File: config.mk
export PLATFORM = sky130hd
export DESIGN_NAME = msx_bank_mapper_flat
export DESIGN_NICKNAME = d
export VERILOG_FILES = /design/src/rtl/msx_cart_pkg.sv /design/src/rtl/msx_bank_mapper_if.sv /design/src/rtl/msx_wr_edge.sv /design/src/rtl/msx_bank_mapper.sv /design/src/flat_wrapper.sv
export SDC_FILE = /design/constraint.sdc
export NUM_CORES = 1
export LEC_CHECK = 0
export CORE_ASPECT_RATIO = 1.25
export CORE_MARGIN = 2
export CORE_UTILIZATION = 46
export DETAILED_ROUTE_END_ITERATION = 7
export GPL_TIMING_DRIVEN = 1
export PLACE_DENSITY = 0.82
export SYNTH_ARGS = -nofsm -noshare
export SYNTH_HDL_FRONTEND = slang
export SYNTH_SLANG_ARGS = --single-unit
File: constraint.sdc
create_clock -name MSX_CLK -period 2.8 [get_ports MSX_CLK]
set_clock_uncertainty 0.1 [all_clocks]
set_input_delay 0.84 -clock MSX_CLK [delete_from_list [all_inputs] [get_ports MSX_CLK]]
set_output_delay 0.84 -clock MSX_CLK [all_outputs]
set_load 0.03 [all_outputs]
File: src/rtl/msx_cart_pkg.sv
// Shared definitions for the MSX cartridge CPLD.
// Holds the mapper mode encodings and the per-mode bank reset values.
// No ports; imported by the mapper and by later cartridge blocks.
package msx_cart_pkg;

    localparam logic [2:0] MODE_OFF        = 3'd0;
    localparam logic [2:0] MODE_ASCII8     = 3'd1;
    localparam logic [2:0] MODE_ASCII16    = 3'd2;
    localparam logic [2:0] MODE_KONAMI     = 3'd3;
    localparam logic [2:0] MODE_KONAMI_SCC = 3'd4;

    // Encodings 5..7 are not mappers; fold them to OFF so MODE only ever
    // reports a mode the address path actually implements.
    function automatic logic [2:0] mode_normalize(input logic [2:0] m);
        return (m > MODE_KONAMI_SCC) ? MODE_OFF : m;
    endfunction

    // Bank value a mapper comes up with when selected.
    function automatic logic [1:0] bank_reset_val(input logic [2:0] m, input logic [1:0] idx);
        case (m)
            MODE_ASCII16:                 return {1'b0, idx[0]};
            MODE_KONAMI, MODE_KONAMI_SCC: return idx;
            default:                      return 2'd0;
        endcase
    endfunction

endpackage

File: src/rtl/msx_bank_mapper_if.sv
// MSX slot bus as seen by the bank mapper, plus the mapped SRAM side.
// Ports (signals):
//   MSX_A, MSX_Din, MSX_nWR, MSX_nRD, MSX_nSLTSL : slot bus, driven by master
//   SRAM_Addr, ROM_SEL, SCC_SEL                 : mapper results, driven by slave
interface msx_bank_mapper_if #(
    parameter int SRAM_AW = 19
);
    logic [15:0]        MSX_A;
    logic [7:0]         MSX_Din;
    logic               MSX_nWR;
    logic               MSX_nRD;
    logic               MSX_nSLTSL;
    logic [SRAM_AW-1:0] SRAM_Addr;
    logic               ROM_SEL;
    logic               SCC_SEL;

    modport master (
        output MSX_A, MSX_Din, MSX_nWR, MSX_nRD, MSX_nSLTSL,
        input  SRAM_Addr, ROM_SEL, SCC_SEL
    );

    modport slave (
        input  MSX_A, MSX_Din, MSX_nWR, MSX_nRD, MSX_nSLTSL,
        output SRAM_Addr, ROM_SEL, SCC_SEL
    );
endinterface

File: src/rtl/msx_wr_edge.sv
// Registered rising-edge strobe on an active-high level: stb is high for
// the single cycle in which lvl is high but was low at the previous edge.
// Ports:
//   clk, rst : clock and synchronous active-high reset
//   lvl      : level to watch (e.g. a decoded active-low write strobe)
//   stb      : one-cycle strobe, combinational from lvl
module msx_wr_edge (
    input  logic clk,
    input  logic rst,
    input  logic lvl,
    output logic stb
);
    logic lvl_q;

    // Clearing lvl_q on reset lets a level still held across reset
    // produce one fresh strobe once reset releases.
    always_ff @(posedge clk) begin
        if (rst) lvl_q <= 1'b0;
        else     lvl_q <= lvl;
    end

    assign stb = lvl & ~lvl_q;
endmodule

File: src/rtl/msx_bank_mapper.sv
// MegaROM bank mapper between the MSX slot bus and external SRAM.
// Supports OFF (linear), ASCII8, ASCII16, Konami and Konami-SCC mappers.
// Ports:
//   MSX_CLK, MSX_RESET : bus clock, synchronous active-high reset
//   bus                : slot bus in, SRAM_Addr / ROM_SEL / SCC_SEL out
//   CFG_WE/MODE/MASK   : one-cycle config load from the SPI decoder
//   MODE               : currently registered mode
module msx_bank_mapper
    import msx_cart_pkg::*;
#(
    parameter  int SRAM_AW = 19,
    localparam int BW      = SRAM_AW - 13
) (
    input  logic             MSX_CLK,
    input  logic             MSX_RESET,
    msx_bank_mapper_if.slave bus,
    input  logic             CFG_WE,
    input  logic [2:0]       CFG_MODE,
    input  logic [BW-1:0]    CFG_MASK,
    output logic [2:0]       MODE
);
    logic [2:0]    mode_r;
    logic [BW-1:0] mask_r;
    logic [BW-1:0] bank [4];

    logic          wr_now;
    logic          wr_stb;
    logic [3:0]    bank_we;
    logic [BW-1:0] bank_wd [4];
    logic [BW-1:0] d;
    logic [4:0]    win2k;
    logic [2:0]    win8k;
    logic [2:0]    page3;
    logic [1:0]    page;
    logic          in_rom;
    logic [7:0]    b2_ext;
    logic          unused_bits;

    assign wr_now = ~bus.MSX_nWR & ~bus.MSX_nSLTSL;

    msx_wr_edge u_wr_edge (
        .clk (MSX_CLK),
        .rst (MSX_RESET),
        .lvl (wr_now),
        .stb (wr_stb)
    );

    assign win2k = bus.MSX_A[15:11];
    assign win8k = bus.MSX_A[15:13];
    assign d     = bus.MSX_Din[BW-1:0];

    // Write decode: which banks a write at the current address would load.
    always_comb begin
        bank_we = '0;
        for (int i = 0; i < 4; i++) bank_wd[i] = d;
        case (mode_r)
            MODE_ASCII8: begin
                case (win2k)
                    5'h0C:   bank_we[0] = 1'b1;
                    5'h0D:   bank_we[1] = 1'b1;
                    5'h0E:   bank_we[2] = 1'b1;
                    5'h0F:   bank_we[3] = 1'b1;
                    default: ;
                endcase
            end
            MODE_ASCII16: begin
                // One 16 KB bank maps to an even/odd pair of 8 KB pages.
                bank_wd[0] = {d[BW-2:0], 1'b0};
                bank_wd[1] = {d[BW-2:0], 1'b1};
                bank_wd[2] = {d[BW-2:0], 1'b0};
                bank_wd[3] = {d[BW-2:0], 1'b1};
                if (win2k == 5'h0C)      bank_we = 4'b0011;
                else if (win2k == 5'h0E) bank_we = 4'b1100;
            end
            MODE_KONAMI: begin
                case (win8k)
                    3'd3:    bank_we[1] = 1'b1;
                    3'd4:    bank_we[2] = 1'b1;
                    3'd5:    bank_we[3] = 1'b1;
                    default: ;
                endcase
            end
            MODE_KONAMI_SCC: begin
                case (win2k)
                    5'h0A:   bank_we[0] = 1'b1;
                    5'h0E:   bank_we[1] = 1'b1;
                    5'h12:   bank_we[2] = 1'b1;
                    5'h16:   bank_we[3] = 1'b1;
                    default: ;
                endcase
            end
            default: ;
        endcase
    end

    // Config load takes priority over a coincident bus write.
    always_ff @(posedge MSX_CLK) begin
        if (MSX_RESET) begin
            mode_r <= MODE_OFF;
            mask_r <= '1;
            for (int i = 0; i < 4; i++) bank[i] <= '0;
        end else if (CFG_WE) begin
            mode_r <= mode_normalize(CFG_MODE);
            mask_r <= CFG_MASK;
            for (int i = 0; i < 4; i++)
                bank[i] <= BW'(bank_reset_val(mode_normalize(CFG_MODE), 2'(i)));
        end else if (wr_stb) begin
            for (int i = 0; i < 4; i++)
                if (bank_we[i]) bank[i] <= bank_wd[i];
        end
    end

    assign in_rom = (bus.MSX_A[15:14] == 2'b01) || (bus.MSX_A[15:14] == 2'b10);
    assign page3  = win8k - 3'd2;
    assign page   = page3[1:0];

    assign bus.SRAM_Addr = (mode_r != MODE_OFF && in_rom)
                         ? {bank[page] & mask_r, bus.MSX_A[12:0]}
                         : SRAM_AW'(bus.MSX_A[13:0]);

    assign bus.ROM_SEL = ~bus.MSX_nSLTSL & ~bus.MSX_nRD & in_rom;

    // The SCC register window opens only while bank 2 holds 0x3F,
    // unmasked, whatever the ROM size.
    assign b2_ext      = 8'(bank[2]);
    assign bus.SCC_SEL = (mode_r == MODE_KONAMI_SCC) & ~bus.MSX_nSLTSL
                       & (win2k == 5'h13) & (b2_ext[5:0] == 6'h3F);

    assign MODE = mode_r;

    assign unused_bits = ^{bus.MSX_Din, page3[2], b2_ext[7:6]};
endmodule

File: src/flat_wrapper.sv
// flat-port wrapper written by rule: the top's interface ports become plain ports
module msx_bank_mapper_flat import msx_cart_pkg::*;
#(
    parameter  int SRAM_AW = 19,
    localparam int BW      = SRAM_AW - 13
)
  (MSX_CLK, MSX_RESET, CFG_WE, CFG_MODE, CFG_MASK, MODE, bus_MSX_A, bus_MSX_Din, bus_MSX_nWR, bus_MSX_nRD, bus_MSX_nSLTSL, bus_SRAM_Addr, bus_ROM_SEL, bus_SCC_SEL);
  msx_bank_mapper_if #(.SRAM_AW(SRAM_AW)) bus_i ();
  input  logic MSX_CLK;
  input  logic MSX_RESET;
  input  logic CFG_WE;
  input  logic [2:0] CFG_MODE;
  input  logic [BW-1:0] CFG_MASK;
  output logic [2:0] MODE;
  input wire logic [$bits(bus_i.MSX_A)-1:0] bus_MSX_A;
  input wire logic [$bits(bus_i.MSX_Din)-1:0] bus_MSX_Din;
  input wire logic [$bits(bus_i.MSX_nWR)-1:0] bus_MSX_nWR;
  input wire logic [$bits(bus_i.MSX_nRD)-1:0] bus_MSX_nRD;
  input wire logic [$bits(bus_i.MSX_nSLTSL)-1:0] bus_MSX_nSLTSL;
  output wire logic [$bits(bus_i.SRAM_Addr)-1:0] bus_SRAM_Addr;
  output wire logic [$bits(bus_i.ROM_SEL)-1:0] bus_ROM_SEL;
  output wire logic [$bits(bus_i.SCC_SEL)-1:0] bus_SCC_SEL;
  assign bus_i.MSX_A = bus_MSX_A;
  assign bus_i.MSX_Din = bus_MSX_Din;
  assign bus_i.MSX_nWR = bus_MSX_nWR;
  assign bus_i.MSX_nRD = bus_MSX_nRD;
  assign bus_i.MSX_nSLTSL = bus_MSX_nSLTSL;
  assign bus_SRAM_Addr = bus_i.SRAM_Addr;
  assign bus_ROM_SEL = bus_i.ROM_SEL;
  assign bus_SCC_SEL = bus_i.SCC_SEL;
  msx_bank_mapper #(.SRAM_AW(SRAM_AW)) u_core (.MSX_CLK(MSX_CLK), .MSX_RESET(MSX_RESET), .bus(bus_i), .CFG_WE(CFG_WE), .CFG_MODE(CFG_MODE), .CFG_MASK(CFG_MASK), .MODE(MODE));
endmodule
== Word-level counts from Yosys, hierarchy flattened ==
Memories as Yosys holds them, arrays and structs flattened.
Index checks and enable logic that the tools add are counted.

* Flip-flop bits (word level): 10
* Memory bits (writable): 24
* Input port bits: 39
* Memories: 1

* Add/sub/neg operators: 1
* Order comparisons: 1
* Equality and inequality tests: 21
* Mux-type cells: 61
* Bitwise operators: 20
* Reductions and logical operators: 5

{| class="wikitable"
|+ Memories
! name !! depth !! width !! read ports !! clocked after memory_dff !! write ports !! line !! RTL
|-
| u_core.bank || 4 || 6 || 2 || 0 || 4 || msx_bank_mapper.sv:24 || <nowiki>logic [BW-1:0] bank [4];</nowiki>
|}

{| class="wikitable"
|+ Operators with widths
! kind !! number
|-
| $mux W6 || 8
|-
| $mux W1 || 36
|-
| $eq A5 B4 Y1 const B || 5
|-
| $mux W24 || 1
|-
| $mux W19 || 1
|-
| $mux W2 || 9
|-
| $eq A3 B2 Y1 const B || 5
|-
| $eq A5 B5 Y1 const B || 3
|-
| $eq A3 B3 Y1 const B || 4
|-
| $pmux W3 S4 || 1
|-
| $mux W4 || 2
|-
| $or A1 B1 Y1 || 8
|-
| $and A1 B1 Y1 || 7
|-
| $and A6 B6 Y6 || 1
|-
| $eq A6 B6 Y1 const B || 1
|-
| $not A1 Y1 || 4
|-
| $pmux W2 S2 || 1
|-
| $eq A3 B1 Y1 const B || 1
|-
| $gt A3 B3 Y1 const B || 1
|-
| $mux W3 || 1
|-
| $pmux W1 S3 || 1
|-
| $reduce_bool A3 Y1 || 1
|-
| $reduce_or A3 Y1 || 1
|-
| $eq A2 B1 Y1 const B || 1
|-
| other kinds (5) || 5
|}

== Longest topological paths before layout ==
Gate-level depths: netlist of run 1.

* Depth in word-level cells: 10
* Mapped depth: 8
* Mapped depth without buffers: 5

== By module ==
A second synthesis of run 1 with hierarchy kept.

* Cells, all modules: 178
* Area total of the unflattened synthesis: 1,925.6 µm²

{| class="wikitable"
|+ Modules (own cells, without submodules)
! module !! times used !! cells each !! area each (µm²)
|-
| msx_bank_mapper || 1 || 175 || 1,878.1
|-
| msx_wr_edge || 1 || 3 || 47.5
|}

== Worst setup path after synthesis of run 1 ==
Ideal clock, no wire load.

* Path kind: input-to-output
* Start: input port bus_MSX_A[14]
* End: output port bus_SCC_SEL
* Data arrival time: 2.154 ns
* Data required time: 1.860 ns
* Slack: -0.294 ns
* Cell stages on the path: 3
* Buffers on the path: 0
* Cell sequence: nor3b_2 -> nand2_1 -> nor4_1

* Word-level cells in the longest chain between the ends: 3

{| class="wikitable"
|+ RTL lines
! element !! line !! RTL
|-
| from (decl) || flat_wrapper.sv:15 || <nowiki>input wire logic [$bits(bus_i.MSX_A)-1:0] bus_MSX_A;</nowiki>
|-
| $eq A5 B5 Y1 || msx_bank_mapper.sv:127 || <nowiki>& (win2k == 5'h13) & (b2_ext[5:0] == 6'h3F);</nowiki>
|-
| $and A1 B1 Y1 (2 in a row) || msx_bank_mapper.sv:127 ||
|-
| to (decl) || flat_wrapper.sv:22 || <nowiki>output wire logic [$bits(bus_i.SCC_SEL)-1:0] bus_SCC_SEL;</nowiki>
|}

No other way between the ends.

== Worst setup path after layout of run 1 ==
* Start: input port bus_MSX_A[13]
* End: output port bus_SRAM_Addr[14]

* Word-level cells in the longest chain between the ends: 4

{| class="wikitable"
|+ RTL lines
! element !! line !! RTL
|-
| $sub A2 B2 Y2 || msx_bank_mapper.sv:114 || <nowiki>assign page3 = win8k - 3'd2;</nowiki>
|-
| $mem_v2 Z4 W6 || n/a ||
|-
| $and A6 B6 Y6 || msx_bank_mapper.sv:118 || <nowiki>? {bank[page] & mask_r, bus.MSX_A[12:0]}</nowiki>
|-
| $mux W19 || msx_bank_mapper.sv:118 ||
|-
| to (decl) || flat_wrapper.sv:20 || <nowiki>output wire logic [$bits(bus_i.SRAM_Addr)-1:0] bus_SRAM_Addr;</nowiki>
|}

No other way between the ends.

==> impl_results.md, run 1 <==
* Status: finished, final reports clean
* RR Startpoint: u_core.MODE[0]$_SDFFE_PP0P_
* Max cap viols at 0
* Hold Startpoint: u_core.bank[2][0]$_SDFFE_PP0P_
* Via density at approximately 5.4
* Vias in the first global route at between 1500 and 2000
* Synth Flop Type: edfxtp_1
* Asr flop ratio synth at 0%
* # diodes at 0
* Hold path cells at 2
* Clk_lat worst skew at 270 ps
* RSZ-0062 raised after global routing: true
* CP Capture Type: primary output
* Hold endpoint: u_core.bank[2][0]$_SDFFE_PP0P_
* Layout area overhead at 34.3%
* CTS tree: yes
* Worst Hold Class: reg2reg
* Yosys warning count at 0
* CTS root buffer: clkbuf_8
* WL per Instance at 16.2 µm
* Fin worst setup slack at 1.21 ps
* Worst r2r path cells at 5
* Vias at 1612
* P_leak at 0.00103 µW
* Gpl congestion at approximately 0.81
* First-pass GRT wire length at 7800 µm
* Most frequent cells in the layout: 29 x buf_4, 26 x nor2_1, 22 x clkdlybuf4s50_1, 19 x edfxtp_1, 15 x dfxtp_1
* Flops & latches, synth at 34
* Die Wd at 62.5 µm
* Routed WL at 4820 µm
* Post-route DRC violation count at 0
* # setup viols final at 0
* Layout cells sized above 1 at 28.2%
* Total grt overflow at 0
* Site Rows at 26
* Synth Area per Inst at 10.4 µm²
* CTS H-tree lvls at 2
* Mapped Cells at 190
* ANT nets after route at 0
* Fmax at between 0.3 and 0.4 GHz
* # nets final at between 200 and 300
* Maximum vdd drop at 0.000368 V
* Seq/Total Area, Yosys at 44.3%
* Drt initial violations at 99
* Post-synth cell types at 41
* Crit Path Class: in2out
* Area of the die at 0.00482 mm²
* Slew @ Worst Pin at 546 ps
* Final min period at 2800 ps
* Worst slew margin at 63.6%
* Port bufs at 38
* CTS Hold Bufs at 0
* Hpwl dp at 3560 µm
* Filler cell count at 331
* Footprint of the multi-input gates at 996 µm²
* Worst Path Arrival at 1860 ps
* Core box area at 0.00410 mm²
* Post-synth net total at 229
* Initial DRT Pass Iterations at 4
* Largest net degree at the start of global routing at 18
* Commonest non-fill, non-tap cell in the layout: buf_4
* Clock sink count at 34
* EDFF count, synth at 19
* Period utilization at 100%
* CP Launch Type: input pin
* Worst slack at placement at -504 ps
* GRT Overall Usage at 20.6%
* Final Hold Fails at 0
* Worst endpoint required time at between 1500 and 2000 ps
* IO Pins at 63
* Clk slew on worst S/H paths at around 60 ps
* Deepest clock path buffer count at 2
* Mapped cell area at 0.00197 mm²
* Register area at 871 µm²
* Die height at 77.1 µm
* Antenna violations before repair at 0
* Initial Util at 48.0%
* R2R Setup Slk at roughly 500 ps
* Pwr/cell area at just over 400 mW/mm²
* Clock buffer count from CTS at 5
* Slew Limit Fails at 0
* Critical R2R Capture: u_core.bank[0][4]$_SDFFCE_PN0P_
* Crit path max fanout at 5
* Final hold slack at about 400 ps
==> critical path, stage by stage <==
cell	delay, ps
buf_8	90
buf_12	120
mux4_2	510
and3_4	170
buf_6	130
==> worst max path at each step <==
stage	from	end
final	bus_MSX_A[13]	bus_SRAM_Addr[14]
after detailed placement	bus_MSX_A[13]	bus_SRAM_Addr[14]
after global placement	bus_MSX_A[13]	bus_SRAM_Addr[18]
after CTS	bus_MSX_A[13]	bus_SCC_SEL
after global routing	bus_MSX_A[13]	bus_SCC_SEL
after floorplan	bus_MSX_A[14]	bus_SRAM_Addr[14]
==> layer usage <==
layer,routed length (µm),GRT usage (%)
met2,2510,36.8
met5,0,0
met3,346,4.99
met4,19,4.44
met1,1940,25.0
==> cell families (layout without fill, tap and decap cells) <==
logic type / count (synthesis) / after routing / share of synthesized area (%)
DFF: 34 / 34 / 44.3
buffers and inverters: 24 / 75 / 8.08
and+or+nand+nor: 84 / 84 / 23.5
muxes: 18 / 18 / 13.0
AOI/OAI and AO/OA: 30 / 30 / 11.1
==> repair_timing <==
action	4_1_cts	5_1_grt
buffers inserted	1	0
endpoints found under the setup margin	20	4
gates resized for setup	35	0
pin swaps	7	1
gates cloned	1	0
==> cells in the mapped netlist (4+ instances only) <==
master     n  share of area, %
nand2_1   14               2.7
o21ai_0    7               1.8
buf_4     15               5.7
nor3_1     4               1.0
a21oi_1    4               1.0
a211o_1    7               3.1
buf_2      4               1.0
nor2_1    26               5.0
mux2i_1   12               6.1
mux4_2     6               6.9
dfxtp_1   15                15
and3_1     5               1.6
nand2b_1   6               1.9
edfxtp_1  19                29
nor2b_1   10               3.2
==> cell type report <==
cell class,instances,area share [%]
Clock buffer,5,2.61
Inverter,1,0.142
Multi-Input combinational cell,132,37.7
Timing Repair Buffer,66,23.3
Tap cell,56,2.65
Clock inverter,3,0.616
Sequential cell,34,33.0
==> flip-flops by register name (all words and copies together), names as in the netlist <==
signal                  cells
u_core.bank                24
u_core.mask_r               6
u_core.MODE                 3
u_core.u_wr_edge.lvl_q      1
==> metrics by stage <==
step	setup TNS, ps	power (µW)	instances	util [%]	cell area, µm²
final	0	1100	297	64.4	2640
after global routing	-94.7	1140	297	64.4	2640
after CTS	-11.7	1090	297	64.4	2640
after detailed placement	-9330	748	287	60.0	2460
after global placement	-7790	742	287	60.0	2460
after floorplan	-41.3	686	190	-	1980
==> report_power, final <==
part	leakage, µW	switching, µW	internal, µW
combinational	0.000655	88.2	101
clock	0.0000416	175	170
sequential	0.000333	13.1	547
total	0.00103	276	819
No activity file was read; power rests on OpenSTA's default activity.
==> run 2, diff against run 1 <==
--- a/config.mk
+++ b/config.mk
@@ -5,7 +5,7 @@
 export SDC_FILE = /design/constraint.sdc
 export NUM_CORES = 1
 export LEC_CHECK = 0
-export CORE_ASPECT_RATIO = 1.25
+export CORE_ASPECT_RATIO = 0.5
 export CORE_MARGIN = 2
 export CORE_UTILIZATION = 46
 export DETAILED_ROUTE_END_ITERATION = 7
==> impl_results.md, run 2 (same netlist as run 1, synthesis figures left out) <==
* Site Rows at 16 (-38%)
* Clk network pwr share at 38.5% (+7.0 points)
* Clock buffer count from CTS at 5 (unchanged)
* Net Sw Frac at 23.0% (-2.2 points)
* # diodes at 0 (unchanged)
* Status: finished, final reports clean
* Maximum vdd drop at 0.000303 V (-18%)
* CP cell instances: buf_12 > mux4_2 > and3_1 > buf_4
* P_leak at 0.00105 µW (+1.6%)
* CP Launch Type: input pin
* # setup viols final at 0 (unchanged)
* Initial Util at 49.1% (+1.1 points)
* Pint at 935 µW (+14%)
* Layout cells sized above 1 at 26.0% (-2.2 points)
* Vias in the first global route at 1698 (+3.5%)
* Fmax at 0.365 GHz (+2.2%)
* Clock sink count at 34 (unchanged)
* Crit path largest cell delay at 490 ps (-20 ps)
* P_sw at 279 µW (+1.0%)
* Worst endpoint required time at 1860 ps (about the same)
* Total grt overflow at 0 (unchanged)
* Slew Limit Fails at 0 (unchanged)
* Port bufs at 38 (unchanged)
* Pwr/cell area at 466 mW/mm² (+12%)
* # nets final at 280 (+0.36%)
* Max cap viols at 0 (unchanged)
* Commonest non-fill, non-tap cell in the layout: buf_4
* Area of the die at 0.00485 mm² (+0.60%)
* Largest net degree at the start of global routing at 18 (unchanged)
* Worst Hold Class: reg2reg
* Worst slew margin at 70.0% (+6.5 points)
* Gpl congestion at 0.843 (+4.4%)
* Most frequent cells in the layout: 35 x buf_4, 26 x nor2_1, 22 x clkdlybuf4s50_1, 19 x edfxtp_1, 15 x dfxtp_1
* Combined buffer and inverter count along the critical path at 2 (-1)
* Clk_lat worst skew at 270 ps (about the same)
* Die height at 50.2 µm (-35%)
* Die Wd at 96.5 µm (+54%)
* CP Capture Type: primary output
* Initial DRT Pass Iterations at 4 (unchanged)
* Layout area overhead at 32.6%
* CTS H-tree lvls at 2 (unchanged)
* ANT nets after route at 0 (unchanged)
* Clk slew on worst S/H paths at 70 ps (about the same)
* Slew @ Worst Pin at 437 ps (-109 ps)
* Final min period at 2740 ps (-60.8 ps)
* CTS tree: yes
* RSZ-0062 raised after global routing: true
* CTS Hold Bufs at 0 (unchanged)
* Family with the most delay on the worst path: multiplexers
* Hpwl dp at 4010 µm (+13%)
* Biggest register: u_core.bank
* Worst Path Arrival at 1800 ps (-60 ps)
* Period utilization at 97.8% (-2.2 points)
* IO Pins at 63 (unchanged)
* Placed Instances at 289 (+0.70%)
* Max reg flops at 24 (unchanged)
* Crit path max fanout at 8 (+3)
* CTS root buffer: clkbuf_8
* Crit Path Class: in2out
* Worst path slowest cell: mux4_2
* Post-route DRC violation count at 0 (unchanged)
* Final std cells w/o fill at 296 (-0.34%)
* Antenna violations before repair at 0 (unchanged)
* Comb power frac at 15.7% (-1.6 points)
* First-pass GRT wire length at 8500 µm (+8.9%)
* Sequential power share at 45.9% (-5.3 points)
* Final Hold Fails at 0 (unchanged)
* Routed WL at 5290 µm (+9.7%)
* Via density at 5.81 (+7.1%)
* Drt initial violations at 144 (+45%)
* WL per Instance at 17.9 µm (+10%)
* Deepest clock path buffer count at 2 (unchanged)
* Filler cell count at 306 (-7.6%)
* Vias at 1721 (+6.8%)
* Final hold slack at 385 ps (-15.8 ps)
* GRT Overall Usage at 23.5% (+2.9 points)
* Core box area at 0.00400 mm² (-2.3%)
run 2: changes by cell type in the layout (fill, tap and decap cells not counted), sizes merged:
cell	previous run	this run
buf	41	42
bufinv	0	1
clkbuf	5	8
clkinv	2	0
clkinvlp	1	0
dlygate4sd2	3	2
run 2: path summary, 6_finish.rpt:
kind	from	cells after the start	end	slack (ps)
hold reg to reg	u_core.bank[2][3]$_SDFFE_PP0P_	2	u_core.bank[2][3]$_SDFFE_PP0P_	380
setup / recovery	bus_MSX_A[13]	4	bus_SRAM_Addr[16]	60
setup reg to reg	u_core.MODE[0]$_SDFFE_PP0P_	6	u_core.bank[0][1]$_SDFFCE_PN0P_	530
hold / removal	u_core.bank[2][3]$_SDFFE_PP0P_	2	u_core.bank[2][3]$_SDFFE_PP0P_	380
run 2: final cells by class:
| cell class | count | area (µm²) | share of cell area [%] |
|---|---|---|---|
| Clock inverter | 1 | 30.0 | 1.15 |
| Multi-Input combinational cell | 132 | 958 | 36.8 |
| Tap cell | 54 | 67.6 | 2.59 |
| Inverter | 1 | 3.75 | 0.144 |
| Timing Repair Buffer | 67 | 591 | 22.6 |
| Sequential cell | 34 | 871 | 33.4 |
| Clock buffer | 7 | 86.3 | 3.31 |
run 2: layer usage:
metal  vias up  part of all wire (%)  track usage (%)
li1        792                     -                -
met1       831                    40             29.2
met2        77                    50             41.1
met3        21                   8.3             4.80
met4         0                   1.6             7.75
met5         -                     0                0
run 2: repair_timing:
item                       4_1_cts  5_1_grt
gates resized for setup         59        7
pin swaps                        3        3
setup endpoints to repair       22        7
buffers inserted                 0        1
run 2: power by group through the flow:
stage	combinational [µW]	sequential, µW	clock, µW
CTS	188	556	466
global route	203	558	487
global placement	181	566	0
floorplan	120	566	0
finish	190	557	467
detailed placement	188	567	0
run 2: tightest hold or removal path: stages (launching register included):
cell     delay (ps)
dfxtp_1         330
nand2_1          60
mux2i_1          50
run 2: stage by stage:
step | cell area (µm²) | total power, µW | setup TNS (ps) | utilization, % | setup WS (ps)
global placement | 2500 | 747 | -12060 | 62.5 | -894
detailed placement | 2500 | 755 | -14630 | 62.5 | -927
global route | 2610 | 1250 | -17.9 | 65.1 | -17.9
floorplan | 1980 | 686 | -41.3 | - | -9.71
finish | 2610 | 1210 | 0 | 65.1 | 62.1
CTS | 2610 | 1210 | 0 | 65.1 | 2.55
